--- config.mk ---
export PLATFORM = sky130hd
export DESIGN_NAME = fp_ci_issuer
export DESIGN_NICKNAME = d
export VERILOG_FILES = /design/src/rtl/fp_ci_pkg.sv /design/src/rtl/fp_ci_watchdog.sv /design/src/rtl/fp_ci_issuer.sv
export SDC_FILE = /design/constraint.sdc
export NUM_CORES = 1
export LEC_CHECK = 0
export CORE_UTILIZATION = 43
export DETAILED_ROUTE_END_ITERATION = 6
export PLACE_DENSITY = 0.88
export SETUP_SLACK_MARGIN = 0.05
export SYNTH_ARGS = -nofsm -noshare
export SYNTH_HDL_FRONTEND = slang
export SYNTH_SLANG_ARGS = --single-unit
--- constraint.sdc ---
create_clock -name clk -period 3.5 [get_ports clk]
set_input_delay 0.7 -clock clk [delete_from_list [all_inputs] [get_ports clk]]
set_output_delay 0.7 -clock clk [all_outputs]
set_load 0.01 [all_outputs]
--- src/rtl/fp_ci_pkg.sv ---
// Shared definitions for the FP custom-instruction slave and its issuer:
// opcodes, IEEE754 single-precision constants and the issuer FSM states.
package fp_ci_pkg;

    localparam logic [1:0] OP_ADD     = 2'd0;
    localparam logic [1:0] OP_SUB     = 2'd1;
    localparam logic [1:0] OP_MUL     = 2'd2;
    localparam logic [1:0] OP_ILLEGAL = 2'd3;

    localparam logic [31:0] FP_QNAN    = 32'h7fffffff;
    localparam logic [30:0] FP_INF_ABS = 31'h7f800000;
    localparam logic [30:0] FP_ONE_ABS = 31'h3f800000;

    typedef enum logic [1:0] {
        ST_IDLE  = 2'd0,
        ST_ISSUE = 2'd1,
        ST_WAIT  = 2'd2,
        ST_RESP  = 2'd3
    } ci_state_t;

    function automatic logic is_legal_op(input logic [1:0] op);
        return op != OP_ILLEGAL;
    endfunction

endpackage

--- src/rtl/fp_ci_watchdog.sv ---
// Wait-cycle watchdog: cleared when an operation is issued, counts while
// enabled and flags expiry once TIMEOUT_CYCLES wait cycles have elapsed.
module fp_ci_watchdog #(
    parameter int TIMEOUT_CYCLES = 32
) (
    input  logic clk,
    input  logic srst,
    input  logic clear,
    input  logic enable,
    output logic expired
);

    localparam int W = $clog2(TIMEOUT_CYCLES);
    localparam logic [W-1:0] LAST = W'(TIMEOUT_CYCLES - 1);

    logic [W-1:0] count_reg;
    logic [W-1:0] count_next;

    assign expired = (count_reg == LAST);

    // Saturate at LAST so a stalled enable never wraps back to zero.
    always_comb begin
        count_next = count_reg;
        if (clear) begin
            count_next = '0;
        end else if (enable && !expired) begin
            count_next = count_reg + 1'b1;
        end
    end

    always_ff @(posedge clk) begin
        if (srst) begin
            count_reg <= '0;
        end else begin
            count_reg <= count_next;
        end
    end

endmodule

--- src/rtl/fp_ci_issuer.sv ---
// Initiator for the multi-cycle FP custom-instruction slave: takes commands on
// a valid/ready stream, pulses start once, waits for done under a watchdog.
module fp_ci_issuer
    import fp_ci_pkg::*;
#(
    parameter int TIMEOUT_CYCLES = 32,
    parameter int CNT_W          = 16,
    parameter int ADD_OPCODE     = 0,
    parameter int SUB_OPCODE     = 1,
    parameter int MUL_OPCODE     = 2
) (
    input  logic             clk,
    input  logic             reset,
    input  logic             cmd_valid,
    output logic             cmd_ready,
    input  logic [1:0]       cmd_op,
    input  logic [31:0]      cmd_a,
    input  logic [31:0]      cmd_b,
    output logic             rsp_valid,
    input  logic             rsp_ready,
    output logic [31:0]      rsp_result,
    output logic             rsp_timeout,
    output logic             rsp_error,
    output logic [31:0]      ci_dataa,
    output logic [31:0]      ci_datab,
    output logic [1:0]       ci_n,
    output logic             ci_start,
    output logic             ci_clk_en,
    output logic             ci_reset,
    input  logic             ci_done,
    input  logic [31:0]      ci_result,
    output logic             busy,
    output logic [CNT_W-1:0] op_count
);

    localparam logic [1:0] N_ADD = 2'(ADD_OPCODE);
    localparam logic [1:0] N_SUB = 2'(SUB_OPCODE);
    localparam logic [1:0] N_MUL = 2'(MUL_OPCODE);

    ci_state_t        state_reg, state_next;
    logic [31:0]      a_reg, a_next;
    logic [31:0]      b_reg, b_next;
    logic [1:0]       op_reg, op_next;
    logic [31:0]      result_reg, result_next;
    logic             timeout_reg, timeout_next;
    logic             error_reg, error_next;
    logic [CNT_W-1:0] op_count_reg, op_count_next;
    logic             wd_expired;

    fp_ci_watchdog #(
        .TIMEOUT_CYCLES(TIMEOUT_CYCLES)
    ) u_watchdog (
        .clk     (clk),
        .srst    (reset),
        .clear   (state_reg == ST_ISSUE),
        .enable  ((state_reg == ST_WAIT) && !ci_done),
        .expired (wd_expired)
    );

    always_comb begin
        state_next    = state_reg;
        a_next        = a_reg;
        b_next        = b_reg;
        op_next       = op_reg;
        result_next   = result_reg;
        timeout_next  = timeout_reg;
        error_next    = error_reg;
        op_count_next = op_count_reg;
        case (state_reg)
            ST_IDLE: begin
                if (cmd_valid) begin
                    a_next  = cmd_a;
                    b_next  = cmd_b;
                    op_next = cmd_op;
                    if (!is_legal_op(cmd_op)) begin
                        result_next  = FP_QNAN;
                        error_next   = 1'b1;
                        timeout_next = 1'b0;
                        state_next   = ST_RESP;
                    end else begin
                        state_next = ST_ISSUE;
                    end
                end
            end
            ST_ISSUE: begin
                state_next = ST_WAIT;
            end
            ST_WAIT: begin
                // done takes precedence over a watchdog expiring in the same cycle
                if (ci_done) begin
                    result_next  = ci_result;
                    timeout_next = 1'b0;
                    error_next   = 1'b0;
                    state_next   = ST_RESP;
                end else if (wd_expired) begin
                    result_next  = FP_QNAN;
                    timeout_next = 1'b1;
                    error_next   = 1'b0;
                    state_next   = ST_RESP;
                end
            end
            ST_RESP: begin
                if (rsp_ready) begin
                    op_count_next = op_count_reg + 1'b1;
                    state_next    = ST_IDLE;
                end
            end
            default: begin
                state_next = ST_IDLE;
            end
        endcase
    end

    always_ff @(posedge clk) begin
        if (reset) begin
            state_reg    <= ST_IDLE;
            a_reg        <= '0;
            b_reg        <= '0;
            op_reg       <= '0;
            result_reg   <= '0;
            timeout_reg  <= 1'b0;
            error_reg    <= 1'b0;
            op_count_reg <= '0;
        end else begin
            state_reg    <= state_next;
            a_reg        <= a_next;
            b_reg        <= b_next;
            op_reg       <= op_next;
            result_reg   <= result_next;
            timeout_reg  <= timeout_next;
            error_reg    <= error_next;
            op_count_reg <= op_count_next;
        end
    end

    // Operands come straight from registers so the slave's combinational
    // special-value bypass sees stable inputs for the whole operation.
    always_comb begin
        case (op_reg)
            OP_ADD:  ci_n = N_ADD;
            OP_SUB:  ci_n = N_SUB;
            OP_MUL:  ci_n = N_MUL;
            default: ci_n = op_reg;
        endcase
    end

    assign ci_dataa    = a_reg;
    assign ci_datab    = b_reg;
    assign ci_start    = (state_reg == ST_ISSUE);
    assign ci_clk_en   = ((state_reg == ST_ISSUE) || (state_reg == ST_WAIT)) && !reset;
    assign ci_reset    = reset;
    assign cmd_ready   = (state_reg == ST_IDLE) && !reset;
    assign rsp_valid   = (state_reg == ST_RESP);
    assign rsp_result  = result_reg;
    assign rsp_timeout = timeout_reg;
    assign rsp_error   = error_reg;
    assign busy        = (state_reg != ST_IDLE);
    assign op_count    = op_count_reg;

endmodule

==> flow_metrics.env <==
export IMPL_yosysWarningCount=0
export IMPL_grt_use_total_pct=23.23
export IMPL_synth_adder_area_share_pct=2.215
export IMPL_htree_levels=4
export IMPL_dp_cells=866
export IMPL_slew_viol_final=0
export IMPL_synth_top_family_by_area="simple AND/OR/NAND/NOR gates"
export IMPL_cts_tree="built"
export IMPL_yosysTopAreaCell="dfxtp_1"
export IMPL_viasPerCell=5.063
export IMPL_cp_start_kind="register"
export IMPL_cts_buffer_depth=2
export IMPL_synth_simple_gate_area_share_pct=21.13
export IMPL_worst_slew_pin_transition_ps=1213
export IMPL_core_um2=10280
export IMPL_yosysSeqAreaShare_pct=54.50
export IMPL_antenna_left=0
export IMPL_min_from="ci_dataa[23]$_SDFFE_PP0P_"
export IMPL_leakagePower_nw=2.678
export IMPL_crit_type="register to output pin"
export IMPL_critPathLaunch="state_reg[0]$_SDFFE_PP0P_"
export IMPL_rr_startpoint="state_reg[0]$_SDFFE_PP0P_"
export IMPL_pwr_density_cell_nw_per_um2=639.2
export IMPL_area_delta_synth_final_pct=62.12
export IMPL_fmax_mhz=356.9
export IMPL_muxShareOfSynthArea_pct=0.9139
export IMPL_synth_area_leaders="dfxtp_1 55%, nand2_1 12%, a21oi_1 8.1%"
export IMPL_period_minus_slack_ps=2802
export IMPL_hold_class="register to register"
export IMPL_drive_gt1_share_pct=5.132
export IMPL_clkSinkCount=123
export IMPL_grt_setup_unrepaired="no"
export IMPL_fp_dieW_um=104.5
export IMPL_ys_dominant_reg_cell="dfxtp_1"
export IMPL_vias=4536
export IMPL_rows=37
export IMPL_cp_max_fo=7
export IMPL_syn_inst=540
export IMPL_dieArea_um2=10920
export IMPL_setup_ws_ps=698.3
export IMPL_syn_area_per_cell_um2=8.367
export IMPL_clk_pin_slew_worst_paths_ps=50
export IMPL_synthXorXnorAreaFrac_pct=2.908
export IMPL_final_fill_count=778
export IMPL_synthArstFlopShare_pct=0
export IMPL_antenna_found_initial=0
export IMPL_drtIter0Drc=216
export IMPL_layout_common_cells="223 x clkdlybuf4s50_1, 140 x nand2_1, 123 x dfxtp_1"
export IMPL_crit_required_ps=2800
export IMPL_gp_congestion=0.8287
export IMPL_final_common_cell="clkdlybuf4s50_1"
export IMPL_final_cells=896
export IMPL_initial_core_util_pct=43.96
export IMPL_drc=0
export IMPL_hpwlAfterDp_um=8851
export IMPL_worst_setup_path_end_kind="output pin"
export IMPL_die_h_um=104.5
export IMPL_max_vdd_ir_drop_mv=0.3545
export IMPL_fin_nets=860
export IMPL_post_cts_buffers=0
export IMPL_fin_skew_ps=7.436
export IMPL_hold_buffers=0
export IMPL_setup_viol=0
export IMPL_drt_total_wl_um=12710
export IMPL_post_route_period_util_pct=80.05
export IMPL_firstDrtPassIters=4
export IMPL_post_cts_resized=0
export IMPL_ys_types=31
export IMPL_synth_compound_area_share_pct=13.93
export IMPL_outcome="finished, final reports clean"
export IMPL_tns_ps=0
export IMPL_hold_viol_final=0
export IMPL_synth_edf_count=0
export IMPL_insertion_delay_ps=500
export IMPL_grt_max_degree=67
export IMPL_port_buffers=224
export IMPL_ys_ff_latch=123
export IMPL_grt_overflow=0
export IMPL_max_cap_viol_count=0
export IMPL_synth_top_area_share_pct=54.50
export IMPL_preCtsSetupSlack_ps=850.5
export IMPL_antenna_cells=0
export IMPL_grt_pass1_vias=4467
export IMPL_cts_root_buf="clkbuf_8"
export IMPL_wl_per_cell_um=14.19
export IMPL_synth_area_um2=4518
export IMPL_syn_nets=651
export IMPL_grt_pass1_wl_um=20470
export IMPL_ios=225
export IMPL_relSlewSlack_pct=18.83
export IMPL_crit_arrival_ps=2100
export IMPL_cts_buffers=17
-- layer usage --
layer / global-route usage [%] / share of wire [%] / up-vias
met5: 0 / 0 / -
met4: 9.796 / 1.7 / 0
met3: 7.707 / 7.1 / 18
met2: 41.30 / 51 / 190
met1: 25.05 / 40 / 2107
li1: - / - / 2221
-- final timing paths --
path                                to  slack [ps]  cells after the start
min          ci_dataa[23]$_SDFFE_PP0P_         450                      2
min reg2reg  ci_dataa[23]$_SDFFE_PP0P_         450                      2
max                          cmd_ready         700                      5
max reg2reg  ci_datab[23]$_SDFFE_PP0P_        1320                      5
-- Yosys cell counts, drive strengths merged (3+ instances only) --
library cell	count
nor4	5
xor2	6
o21ai	3
a21oi	74
nor3	9
buf	11
o22ai	31
nand3	5
a211oi	3
clkbuf	27
dfxtp	123
nor2	52
mux2i	3
ha	8
xnor2	9
nand4	9
inv	9
nand2	141
-- report_power, final --
part	leakage [nW]	switching, W	internal, W
Sequential	1.00	0.000123	0.00162
Combinational	1.42	0.000697	0.000712
Clock	0.252	0.000600	0.000927
-- cell type report --
class | instances | area, um2 | area share, %
inverter | 9 | 33.78 | 0.4612
clock inverter | 12 | 103.9 | 1.418
multi-input combinational | 370 | 1867 | 25.49
sequential | 123 | 2462 | 33.62
clock buffer | 18 | 417.9 | 5.706
timing repair buffer | 228 | 2270 | 30.99
tap | 136 | 170.2 | 2.323
-- stage by stage --
stage | area, um2 | total power (W) | hold slack, ps | util (%)
finish | 7325 | 0.004682 | 452.4 | 71.27
global route | 7325 | 0.004919 | 469.0 | 71.27
CTS | 7325 | 0.004729 | 453.7 | 71.27
detailed placement | 6803 | 0.003178 | 445.7 | 66.19
global placement | 6803 | 0.003111 | 440.9 | 66.19
floorplan | 4518 | 0.002463 | 435.1 | -
-- critical path, cell delays in order, from the launching register on --
cell	delay (ps)
dfxtp_1	340
inv_1	120
ha_1	330
inv_1	150
nor2_1	120
clkdlybuf4s50_1	550
-- cells by family after synthesis --
| family | after synthesis |
|---|---|
| DFF | 123 |
| AOI/OAI and AO/OA | 113 |
| buffers and inverters | 47 |
| and+or+nand+nor | 230 |
| xor gates and xnor gates | 15 |
| adders and majority gates | 8 |
| muxes | 4 |
No activity file was read; power rests on OpenSTA's default activity.
